**src/rtl/audio_mix_sdac_pkg.sv**
```systemverilog
// Shared types and helpers for the audio mixer / sigma-delta DAC slice.
// Holds the mixer FSM state type and the unsigned saturation helper.
package audio_pkg;

    localparam int SHIFT_W   = 3;
    localparam int SAT_MAX_W = 64;

    typedef enum logic [1:0] {
        IDLE  = 2'd0,
        ACCUM = 2'd1,
        DONE  = 2'd2
    } mix_state_t;

    // Clamp an unsigned value to the largest number representable in 'width' bits.
    function automatic logic [SAT_MAX_W-1:0] sat_u(input logic [SAT_MAX_W-1:0] value,
                                                   input int unsigned width);
        logic [SAT_MAX_W-1:0] max_v;
        max_v = {SAT_MAX_W{1'b1}} >> (SAT_MAX_W - width);
        if (value > max_v) begin
            sat_u = max_v;
        end else begin
            sat_u = value;
        end
    endfunction

endpackage

```
**src/rtl/audio_mix_sdac_if.sv**
```systemverilog
// Sample/control/status bundle between a sound core and the audio mixer.
// The mixer takes the slave view; the sound core (or a bench) takes the master view.
interface audio_mix_sdac_if #(
    parameter int NCH   = 3,
    parameter int IN_W  = 8,
    parameter int OUT_W = 11
) ();

    logic                  ce_sample;
    logic [NCH*IN_W-1:0]   ch_in;
    logic [NCH-1:0]        ch_mute;
    logic                  clr_flags;
    logic [OUT_W-1:0]      mix_out;
    logic                  mix_valid;
    logic                  busy;
    logic                  clip;
    logic                  overrun;
    logic                  dac_o;

    modport master (
        output ce_sample, ch_in, ch_mute, clr_flags,
        input  mix_out, mix_valid, busy, clip, overrun, dac_o
    );

    modport slave (
        input  ce_sample, ch_in, ch_mute, clr_flags,
        output mix_out, mix_valid, busy, clip, overrun, dac_o
    );

endinterface

```
**src/rtl/audio_mix_sdac_sigma_delta_dac.sv**
```systemverilog
// First-order sigma-delta modulator: the carry out of a W-bit phase accumulator
// forms a 1-bit stream whose density of ones is din / 2^W.
module sigma_delta_dac #(
    parameter int W = 11
) (
    input  logic         clk_sys,
    input  logic         reset,
    input  logic [W-1:0] din,
    output logic         dout
);

    logic [W:0] acc_r;
    logic       dout_r;

    // Accumulate the input every clock; the carry bit becomes the registered output.
    always_ff @(posedge clk_sys) begin
        if (reset) begin
            acc_r  <= '0;
            dout_r <= 1'b0;
        end else begin
            acc_r  <= {1'b0, acc_r[W-1:0]} + {1'b0, din};
            dout_r <= acc_r[W];
        end
    end

    assign dout = dout_r;

endmodule

```
**src/rtl/audio_mix_sdac.sv**
```systemverilog
// Sequential NCH-channel weighted mixer with saturation, sticky clip/overrun
// flags, and a sigma-delta 1-bit DAC on the mixed sample.
module audio_mix_sdac
    import audio_pkg::*;
#(
    parameter int                       NCH      = 3,
    parameter int                       IN_W     = 8,
    parameter int                       OUT_W    = 11,
    parameter logic [NCH*SHIFT_W-1:0]   CH_SHIFT = {3'd1, 3'd2, 3'd0}
) (
    input  logic             clk_sys,
    input  logic             reset,
    audio_mix_sdac_if.slave  bus
);

    localparam int IDX_W = (NCH > 1) ? $clog2(NCH) : 1;
    // Wide enough for NCH channels each shifted by up to 7, so the sum never wraps.
    localparam int SUM_W = IN_W + 7 + $clog2(NCH) + 1;
    localparam logic [IDX_W-1:0] LAST_IDX = IDX_W'(NCH - 1);

    if (NCH < 1 || NCH > 16 || OUT_W < IN_W || SUM_W > SAT_MAX_W) begin : g_param_err
        $error("audio_mix_sdac: illegal parameter combination");
    end

    mix_state_t            state_r;
    mix_state_t            state_s;
    logic [NCH*IN_W-1:0]   ch_snap_r;
    logic [NCH-1:0]        mute_snap_r;
    logic [IDX_W-1:0]      idx_r;
    logic [SUM_W-1:0]      sum_r;
    logic                  accept_s;
    logic                  last_s;
    logic                  ovr_evt_s;
    logic                  clip_evt_s;
    logic [IN_W-1:0]       sample_s;
    logic [SHIFT_W-1:0]    shift_s;
    logic [SUM_W-1:0]      term_s;
    logic [SUM_W-1:0]      sum_next_s;
    logic [SAT_MAX_W-1:0]  sat_s;
    logic [OUT_W-1:0]      mix_out_r;
    logic                  mix_valid_r;
    logic                  busy_r;
    logic                  clip_r;
    logic                  overrun_r;
    logic                  dac_s;

    // Mixer FSM state register.
    always_ff @(posedge clk_sys) begin
        if (reset) begin
            state_r <= IDLE;
        end else begin
            state_r <= state_s;
        end
    end

    // Next-state logic; DONE accepts a new strobe exactly like IDLE.
    always_comb begin
        state_s   = state_r;
        accept_s  = 1'b0;
        last_s    = 1'b0;
        ovr_evt_s = 1'b0;
        case (state_r)
            IDLE, DONE: begin
                if (bus.ce_sample) begin
                    accept_s = 1'b1;
                    state_s  = ACCUM;
                end else begin
                    state_s  = IDLE;
                end
            end
            ACCUM: begin
                ovr_evt_s = bus.ce_sample;
                if (idx_r == LAST_IDX) begin
                    last_s  = 1'b1;
                    state_s = DONE;
                end else begin
                    state_s = ACCUM;
                end
            end
            default: begin
                state_s = IDLE;
            end
        endcase
    end

    // Weighted term for the current channel and the saturated running total.
    always_comb begin
        sample_s = ch_snap_r[IN_W*idx_r +: IN_W];
        shift_s  = CH_SHIFT[SHIFT_W*idx_r +: SHIFT_W];
        if (mute_snap_r[idx_r]) begin
            term_s = '0;
        end else begin
            term_s = SUM_W'(sample_s) << shift_s;
        end
        sum_next_s = sum_r + term_s;
        sat_s      = sat_u(SAT_MAX_W'(sum_next_s), OUT_W);
        clip_evt_s = last_s && (sat_s != SAT_MAX_W'(sum_next_s));
    end

    // Snapshot, accumulation and the registered result/status outputs.
    always_ff @(posedge clk_sys) begin
        if (reset) begin
            ch_snap_r   <= '0;
            mute_snap_r <= '0;
            idx_r       <= '0;
            sum_r       <= '0;
            mix_out_r   <= '0;
            mix_valid_r <= 1'b0;
            busy_r      <= 1'b0;
            clip_r      <= 1'b0;
            overrun_r   <= 1'b0;
        end else begin
            if (accept_s) begin
                ch_snap_r   <= bus.ch_in;
                mute_snap_r <= bus.ch_mute;
                idx_r       <= '0;
                sum_r       <= '0;
            end else if (state_r == ACCUM) begin
                idx_r <= idx_r + IDX_W'(1);
                sum_r <= sum_next_s;
            end
            if (last_s) begin
                mix_out_r <= sat_s[OUT_W-1:0];
            end
            mix_valid_r <= last_s;
            busy_r      <= (state_s == ACCUM);
            // A flag event in the same cycle as a clear keeps the flag set.
            clip_r      <= clip_evt_s | (clip_r & ~bus.clr_flags);
            overrun_r   <= ovr_evt_s  | (overrun_r & ~bus.clr_flags);
        end
    end

    sigma_delta_dac #(
        .W (OUT_W)
    ) u_sdac (
        .clk_sys (clk_sys),
        .reset   (reset),
        .din     (mix_out_r),
        .dout    (dac_s)
    );

    assign bus.mix_out   = mix_out_r;
    assign bus.mix_valid = mix_valid_r;
    assign bus.busy      = busy_r;
    assign bus.clip      = clip_r;
    assign bus.overrun   = overrun_r;
    assign bus.dac_o     = dac_s;

endmodule

```
**src/flat_wrapper.sv**
```systemverilog
// flat-port wrapper written by rule: the top's interface ports become plain ports
module audio_mix_sdac_flat import audio_pkg::*;
#(
    parameter int                       NCH      = 3,
    parameter int                       IN_W     = 8,
    parameter int                       OUT_W    = 11,
    parameter logic [NCH*SHIFT_W-1:0]   CH_SHIFT = {3'd1, 3'd2, 3'd0}
)
  (clk_sys, reset, bus_ce_sample, bus_ch_in, bus_ch_mute, bus_clr_flags, bus_mix_out, bus_mix_valid, bus_busy, bus_clip, bus_overrun, bus_dac_o);
  audio_mix_sdac_if #(.NCH(NCH), .IN_W(IN_W), .OUT_W(OUT_W)) bus_i ();
  input  logic clk_sys;
  input  logic reset;
  input wire logic [$bits(bus_i.ce_sample)-1:0] bus_ce_sample;
  input wire logic [$bits(bus_i.ch_in)-1:0] bus_ch_in;
  input wire logic [$bits(bus_i.ch_mute)-1:0] bus_ch_mute;
  input wire logic [$bits(bus_i.clr_flags)-1:0] bus_clr_flags;
  output wire logic [$bits(bus_i.mix_out)-1:0] bus_mix_out;
  output wire logic [$bits(bus_i.mix_valid)-1:0] bus_mix_valid;
  output wire logic [$bits(bus_i.busy)-1:0] bus_busy;
  output wire logic [$bits(bus_i.clip)-1:0] bus_clip;
  output wire logic [$bits(bus_i.overrun)-1:0] bus_overrun;
  output wire logic [$bits(bus_i.dac_o)-1:0] bus_dac_o;
  assign bus_i.ce_sample = bus_ce_sample;
  assign bus_i.ch_in = bus_ch_in;
  assign bus_i.ch_mute = bus_ch_mute;
  assign bus_i.clr_flags = bus_clr_flags;
  assign bus_mix_out = bus_i.mix_out;
  assign bus_mix_valid = bus_i.mix_valid;
  assign bus_busy = bus_i.busy;
  assign bus_clip = bus_i.clip;
  assign bus_overrun = bus_i.overrun;
  assign bus_dac_o = bus_i.dac_o;
  audio_mix_sdac #(.NCH(NCH), .IN_W(IN_W), .OUT_W(OUT_W), .CH_SHIFT(CH_SHIFT)) u_core (.clk_sys(clk_sys), .reset(reset), .bus(bus_i));
endmodule
```
**config.mk**
```make
export PLATFORM = sky130hd
export DESIGN_NAME = audio_mix_sdac_flat
export DESIGN_NICKNAME = d
export VERILOG_FILES = /design/src/rtl/audio_mix_sdac_pkg.sv /design/src/rtl/audio_mix_sdac_if.sv /design/src/rtl/audio_mix_sdac_sigma_delta_dac.sv /design/src/rtl/audio_mix_sdac.sv /design/src/flat_wrapper.sv
export SDC_FILE = /design/constraint.sdc
export NUM_CORES = 1
export LEC_CHECK = 0
export BUFFER_PORTS_ARGS = -buffer_cell sky130_fd_sc_hd__clkbuf_2
export CORE_MARGIN = 3
export CORE_UTILIZATION = 30
export CTS_CLUSTER_DIAMETER = 200
export DETAILED_ROUTE_END_ITERATION = 12
export GPL_TIMING_DRIVEN = 0
export PLACE_DENSITY = 0.56
export SYNTH_ARGS = -nofsm -noshare
export SYNTH_HDL_FRONTEND = slang
export SYNTH_SLANG_ARGS = --single-unit
export TNS_END_PERCENT = 5
```
**constraint.sdc**
```tcl
create_clock -name clk_sys -period 4.5 [get_ports clk_sys]
set_input_delay 0 -clock clk_sys [delete_from_list [all_inputs] [get_ports clk_sys]]
set_output_delay 0 -clock clk_sys [all_outputs]
set_load 0.05 [all_outputs]
```
# After elaboration in Yosys (flattened, before gate mapping)

Cells that the tools add are included.

Bits in registers: 77
Output and inout port bits: 16
Word-level logic and storage cells: 47

Add/sub/neg operators: 3
$mul: 1
$lt $le $gt $ge: 2
Equal/unequal tests: 5
Shift operators: 3
Mux-type cells: 12
Bitwise operators: 5
Reductions and logical operators: 4

Operators by type and width:

| cell                                                             | count |
|---|---|
| 2-to-1 mux 18 bit                                                | 2 |
| variable part select 24 x 6 -> 8 bit                             | 1 |
| adder 18 bit                                                     | 1 |
| greater-than comparator 18 x 11 -> 1 bit (second input constant) | 1 |
| inequality test 18 bit                                           | 1 |
| left shift 8 x 3 -> 18 bit                                       | 1 |
| adder 11 x 11 -> 12 bit                                          | 1 |
| variable part select 9 x 5 -> 3 bit (first input constant)       | 1 |
| 2-to-1 mux 1 bit                                                 | 7 |
| == test 2 x 1 -> 1 bit (second input constant)                   | 2 |
| == test 2 bit (second input constant)                            | 2 |
| multiplier 2 x 2 -> 4 bit (first input constant)                 | 1 |
| case mux 2 bit (2 select lines)                                  | 1 |
| OR reduction 2 bit                                               | 2 |
| < comparator 2 x 3 -> 1 bit (second input constant)              | 1 |
| adder 2 x 1 -> 2 bit (second input constant)                     | 1 |
| AND 1 bit                                                        | 2 |
| binary-select mux 1 bit (select 2 bit)                           | 1 |
| logical NOT 2 bit                                                | 1 |
| 2-to-1 mux 2 bit                                                 | 1 |
| OR 1 bit                                                         | 2 |
| logical AND 1 bit                                                | 1 |
| NOT 1 bit                                                        | 1 |

# Logic depth before layout (Yosys ltp)

Depth after elaboration: 10
Gate-level depth with buffers: 19
Mapped depth without buffers: 15

# By module

A second synthesis with hierarchy kept.

Cells, all modules: 523
Area, all modules: 4257.8 sq um

By module, submodules not included:

| module          | times used | cells each | area an instance (sq um) | seq. area each (sq um) |
|---|---|---|---|---|
| audio_mix_sdac  | 1          | 445        | 3459.6                   | 1281.2 |
| sigma_delta_dac | 1          | 78         | 798.3                    | 260.2 |

# Least setup slack after synthesis

Ideal clock, no wire load.

Path type: register to register
Start: reg u_core.idx_r[0]
End: reg u_core.mix_out_r[9] (netlist: u_core.bus.mix_out[9])
Arrival: 3.668 ns
Path slack: 0.690 ns
Stages on the path, launching flop included: 19
Buffers on the path: 4
Path through: dfxtp_1 clkbuf_1 buf_2 inv_1 ha_1 clkbuf_1 mux2_2 nand2_1 o21ai_0 and2_1 ha_1 a21oi_1 o21ai_2 o211a_1 or3_1 a211oi_2 and3_4 buf_12 a211oi_2

Cells in the longest elaborated chain, start to end: 7
Elaborated cells on any way between the ends: 13
Those cells by class: add/sub: 1; mul: 1; order compare: 1; eq/ne: 1; shift: 3; mux: 6

RTL lines:

| what                                     | line                     | text |
|---|---|---|
| from (decl)                              | audio_mix_sdac.sv:29     | `logic [IDX_W-1:0] idx_r;` |
| from (signal assigned)                   | audio_mix_sdac.sv:119    | `idx_r <= idx_r + IDX_W'(1);` |
| multiplier 2 x 2 -> 4 bit                | audio_mix_sdac.sv:89     | `shift_s = CH_SHIFT[SHIFT_W*idx_r +: SHIFT_W];` |
| variable part select 9 x 5 -> 3 bit      | audio_mix_sdac.sv:89     |  |
| left shift 8 x 3 -> 18 bit               | audio_mix_sdac.sv:93     | `term_s = SUM_W'(sample_s) << shift_s;` |
| 2-to-1 mux 18 bit                        | audio_mix_sdac.sv:90     | `if (mute_snap_r[idx_r]) begin` |
| adder 18 bit                             | audio_mix_sdac.sv:95     | `sum_next_s = sum_r + term_s;` |
| greater-than comparator 18 x 11 -> 1 bit | audio_mix_sdac_pkg.sv:19 | `if (value > max_v) begin` |
| 2-to-1 mux 18 bit                        | audio_mix_sdac_pkg.sv:19 |  |
| to (signal assigned)                     | audio_mix_sdac.sv:123    | `mix_out_r <= sat_s[OUT_W-1:0];` |
| to (decl)                                | audio_mix_sdac.sv:40     | `logic [OUT_W-1:0] mix_out_r;` |

Several ways; a longest one is shown, not always the timed one. The select of a mux whose other input is x is not followed.
A chain may end at the register's enable or synchronous reset.

# Worst setup path after layout

Start: reg u_core.idx_r[0]
End: reg u_core.mix_out_r[8] (netlist: u_core.bus.mix_out[8])

The elaborated chain is that of the path after synthesis.

==> summary.txt <==
Setup path
  • Reg2reg setup slack: 310 ps
  • Startpoint types: flop
  • Reg2reg end: u_core.bus.mix_out[8]$_SDFFE_PP0P_
  • WP data required: ~4700 ps
  • Critical path's slowest cell: ha_1
  • Critical path class: flop to flop
  • Critical Path Source: u_core.idx_r[0]$_SDFFE_PP0N_
  • Critical path arrival: approximately 4400 ps
  • Worst r2r path cells: 17
  • CP delay by family, top: compound AO/OA/AOI/OAI gates
  • Critical path peak fanout: 10
  • Bufs and invs on worst path: 4
  • Critical path depth: 17
  • Largest stage delay, worst path: ~410 ps
  • CP cell instances: clkbuf_2 > clkbuf_4 > inv_1 > ha_1 > mux2_2 > nand2_1 > o21ai_0 > and2_1 > ha_1 > a21oi_1 > o21ai_2 > o211a_1 > or3_1 > a211oi_2 > and3_4 > buf_12 > a211oi_2
  • CP endpoint kind: flop
  • Reg2reg start: u_core.idx_r[0]$_SDFFE_PP0N_

Clock tree
  • CTS Buffer Depth: 2
  • Num CTS Buffers: 9
  • Worst-Skew Late Latency: 340 ps
  • Root Driver: clkbuf_16
  • TritonCTS clock tree: done
  • Post-CTS Setup Bufs: 0
  • Clk pin slew, worst setup/hold paths: roughly 60 ps
  • Clock Sink Count: just under 80
  • CTS H-tree lvls: 3

Timing
  • Skew final: around 5 ps
  • Slew headroom: roughly 48%
  • Worst slew pin tran: approximately 760 ps
  • RSZ-0062 raised after global routing: no
  • Min cycle time layout: 4190 ps
  • Worst setup margin: between 300 and 400 ps
  • Post-route setup TNS: 0 ps
  • Tcrit/Tclk final: a little over 90%
  • Hold Violations, Final: 0
  • Max-slew violations: 0
  • Final setup viols: 0
  • Fmax: around 0.24 GHz

Run
  • Max-Cap Viols: 0

Yosys
  • Syn_area_per_cell: ~8 um2
  • Post-synth EDFFs: 0
  • Post-Synthesis Cells: 495
  • Xor/xnor share of the synthesized area: between 4 and 5%
  • Largest family of logic cells by synthesized area: compound AO/OA/AOI/OAI gates
  • Syn Nets: about 550
  • Yosys reg bits: 77
  • Synth Area in Compound Gates: 20.5%
  • Sequential-to-total area share from yosys stat: 37.8%
  • Simple-Gate Fraction of Synth Area: about a fifth
  • Adder-Cell Fraction of Synth Area: between 8 and 9%
  • Post-synth ARST share: 0%
  • Mux contribution to synthesized area: 4.02%
  • Yosys cell types: 52
  • Mapped Area: about 4000 um2
  • Yosys warnings: 0
  • Primary FF master, synth: dfxtp_1

Placed design
  • Placer's final routability congestion estimate: around 0.85
  • Placed Instances: 713
  • DP Area: roughly 4500 um2
  • Buffers on Ports: 46
  • Worst slack at placement: roughly 6.7 ps
  • Post-DP HPWL: approximately 7500 um

Layout
  • Ant. Diodes: 0
  • Design area: 5110 um2
  • Filler-free cell count of the finished design: about 760
  • Fraction of layout cells with a size suffix above 1: about 15%
  • Final core occ: 39.6%
  • Nets@finish: approximately 640
  • P&R area growth vs syn: 25.6%

Min path
  • Worst Hold Class: input port to flop
  • Min-Delay Endpoint: u_core.mute_snap_r[0]$_SDFFE_PP0P_
  • Worst Hold Path Cells: 4
  • Hold_sp: bus_ch_mute[0]

Route
  • Drt wl/cell: ~13 um
  • Residual DRC count: 0
  • Pre-antenna DRT Iters: 4
  • DR iter-0 viols: approximately 150
  • Drt total wl: 10,200 um
  • Vias per cell: roughly 4.8
  • DRT antenna net count: 0
  • Via Count: 3,647

Global route
  • Vias in the first global route: ~3,600
  • Total grt overflow: 0
  • Initial antenna violation count: 0
  • First-pass GRT wire length: 17,100 um
  • Gr usage total: 14.5%
  • Pin count of the biggest net entering global routing: 13

Power and ir drop
  • VDD IR max: 124 uV
  • Static Leak: 0.00210 uW
  • Pwr dens: 322 nW/um2

Floorplanning
  • DIE AREA: 15,000 um2
  • DIE WIDTH: 123 um
  • Die H: 123 um
  • # IOs: between 40 and 50
  • Core ar.: between 10,000 and 15,000 um2
  • # rows: 41
  • Starting density of the core: a little under a third

Outcome
  • Outcome: finished, final reports clean
[cells by family (layout without fill, tap and decap cells)]
group | after synthesis | count (layout)
multiplexers | 16 | 16
flip-flops | 77 | 77
AND/OR/NAND/NOR | 188 | 188
AO/OA/AOI/OAI | 123 | 123
adder cells (fa/ha/maj) | 26 | 26
buffers and inverters | 43 | 134
XOR/XNOR | 22 | 22
[synthesized netlist by cell type, drive strengths merged, types with 4 or more instances]
cell,instances,share of area (%)
nand2,80,7.4
dfxtp,77,38
nor2,61,5.6
a21oi,53,6.5
ha,24,7.4
clkbuf,22,2.0
a211oi,19,5.0
o21ai,17,2.2
inv,14,1.3
mux2i,13,3.2
xnor2,12,2.6
nor2b,11,1.7
xor2,10,2.2
a21o,9,1.7
buf,7,1.1
nand2b,6,0.92
nor3,6,0.74
nand3,5,0.61
and2,4,0.61
and3,4,0.74
[worst reg2reg max path: cells and delay by family (launching register included)]
family | cells | cell delay [ps]
adders and majority gates | 2 | 740
AOI/OAI and AO/OA | 6 | 1050
DFF | 1 | 320
buffers and inverters | 4 | 650
and+or+nand+nor | 4 | 890
muxes | 1 | 400
[final cells by class]
| type | count | area (um2) |
|---|---|---|
| Sequential cell | 77 | 1540 |
| Multi-Input combinational cell | 375 | 2360 |
| Fill cell | 1339 | 7810 |
| Inverter | 14 | 52.6 |
| Buffer | 28 | 126 |
| Timing Repair Buffer | 77 | 541 |
| Tap cell | 172 | 215 |
| Clock buffer | 11 | 253 |
| Clock inverter | 4 | 23.8 |
[worst max path at each step]
stage	endpoint	slack [ps]
6_report	u_core.bus.mix_out[8]$_SDFFE_PP0P_	310
5_1_grt	u_core.bus.mix_out[1]$_SDFFE_PP0P_	30
4_1_cts	u_core.bus.mix_out[9]$_SDFFE_PP0P_	30
3_5_place_dp	u_core.bus.mix_out[6]$_SDFFE_PP0P_	7
3_3_place_gp	u_core.bus.mix_out[9]$_SDFFE_PP0P_	70
2_1_floorplan	u_core.bus.mix_out[9]$_SDFFE_PP0P_	690
[per-layer routing]
layer,share of wire (%),track usage [%],vias up
li1,-,-,1875
met1,47,18.6,1710
met2,48,24.2,48
met3,2.8,2.86,14
met4,1.7,5.53,0
met5,0,0,-
[cell usage in the layout, fill, tap and decap left out, drive strengths merged, types with 2 or more instances in the layout]
cell type / netlist / final
a21o: 9 / 9
xor2: 10 / 10
xnor2: 12 / 12
a41oi: 2 / 2
a31oi: 3 / 3
o31ai: 2 / 2
inv: 14 / 14
mux2: 3 / 3
o22ai: 2 / 2
fa: 2 / 2
nand2: 80 / 80
nor2b: 11 / 11
buf: 7 / 6
clkbuf: 22 / 79
mux2i: 13 / 13
ha: 24 / 24
and2: 4 / 4
or3: 3 / 3
dlygate4sd3: 0 / 31
nand3: 5 / 5
a21oi: 53 / 53
a211oi: 19 / 19
o2111ai: 2 / 2
o211ai: 3 / 3
and3: 4 / 4
nand2b: 6 / 6
or2: 2 / 2
o21a: 3 / 3
nor3b: 2 / 2
dfxtp: 77 / 77
o21ai: 17 / 17
clkinv: 0 / 4
nor2: 61 / 61
nor3: 6 / 6
[through the flow]
stage,hold slack [ps],total power [uW]
global placement,225,958
CTS,431,1670
global route,449,1730
detailed placement,237,962
floorplan,88.4,895
finish,443,1650
[repair_timing]
action	CTS	global route
pin swaps	0	0
endpoints found under the setup margin	10	12
hold endpoints to repair	30	0
resized for setup	1	4
hold buffers	31	0
[flip-flops by register name, indices dropped and copies added (netlist names)]
name	cells
u_core.u_sdac.dout	1
u_core.bus.overrun	1
u_core.bus.busy	1
u_core.idx_r	2
u_core.mute_snap_r	3
u_core.u_sdac.acc_r	12
u_core.state_r	2
u_core.bus.clip	1
u_core.sum_r	18
u_core.ch_snap_r	24
u_core.bus.mix_valid	1
u_core.bus.mix_out	11
[report_power, final]
group	internal [uW]	leakage, uW	switching (uW)
registers	709	0.000626	15.6
logic	95.5	0.00133	150
clock network	398	0.000141	278
total	1200	0.00210	443
(Power assumes the default switching activity.)
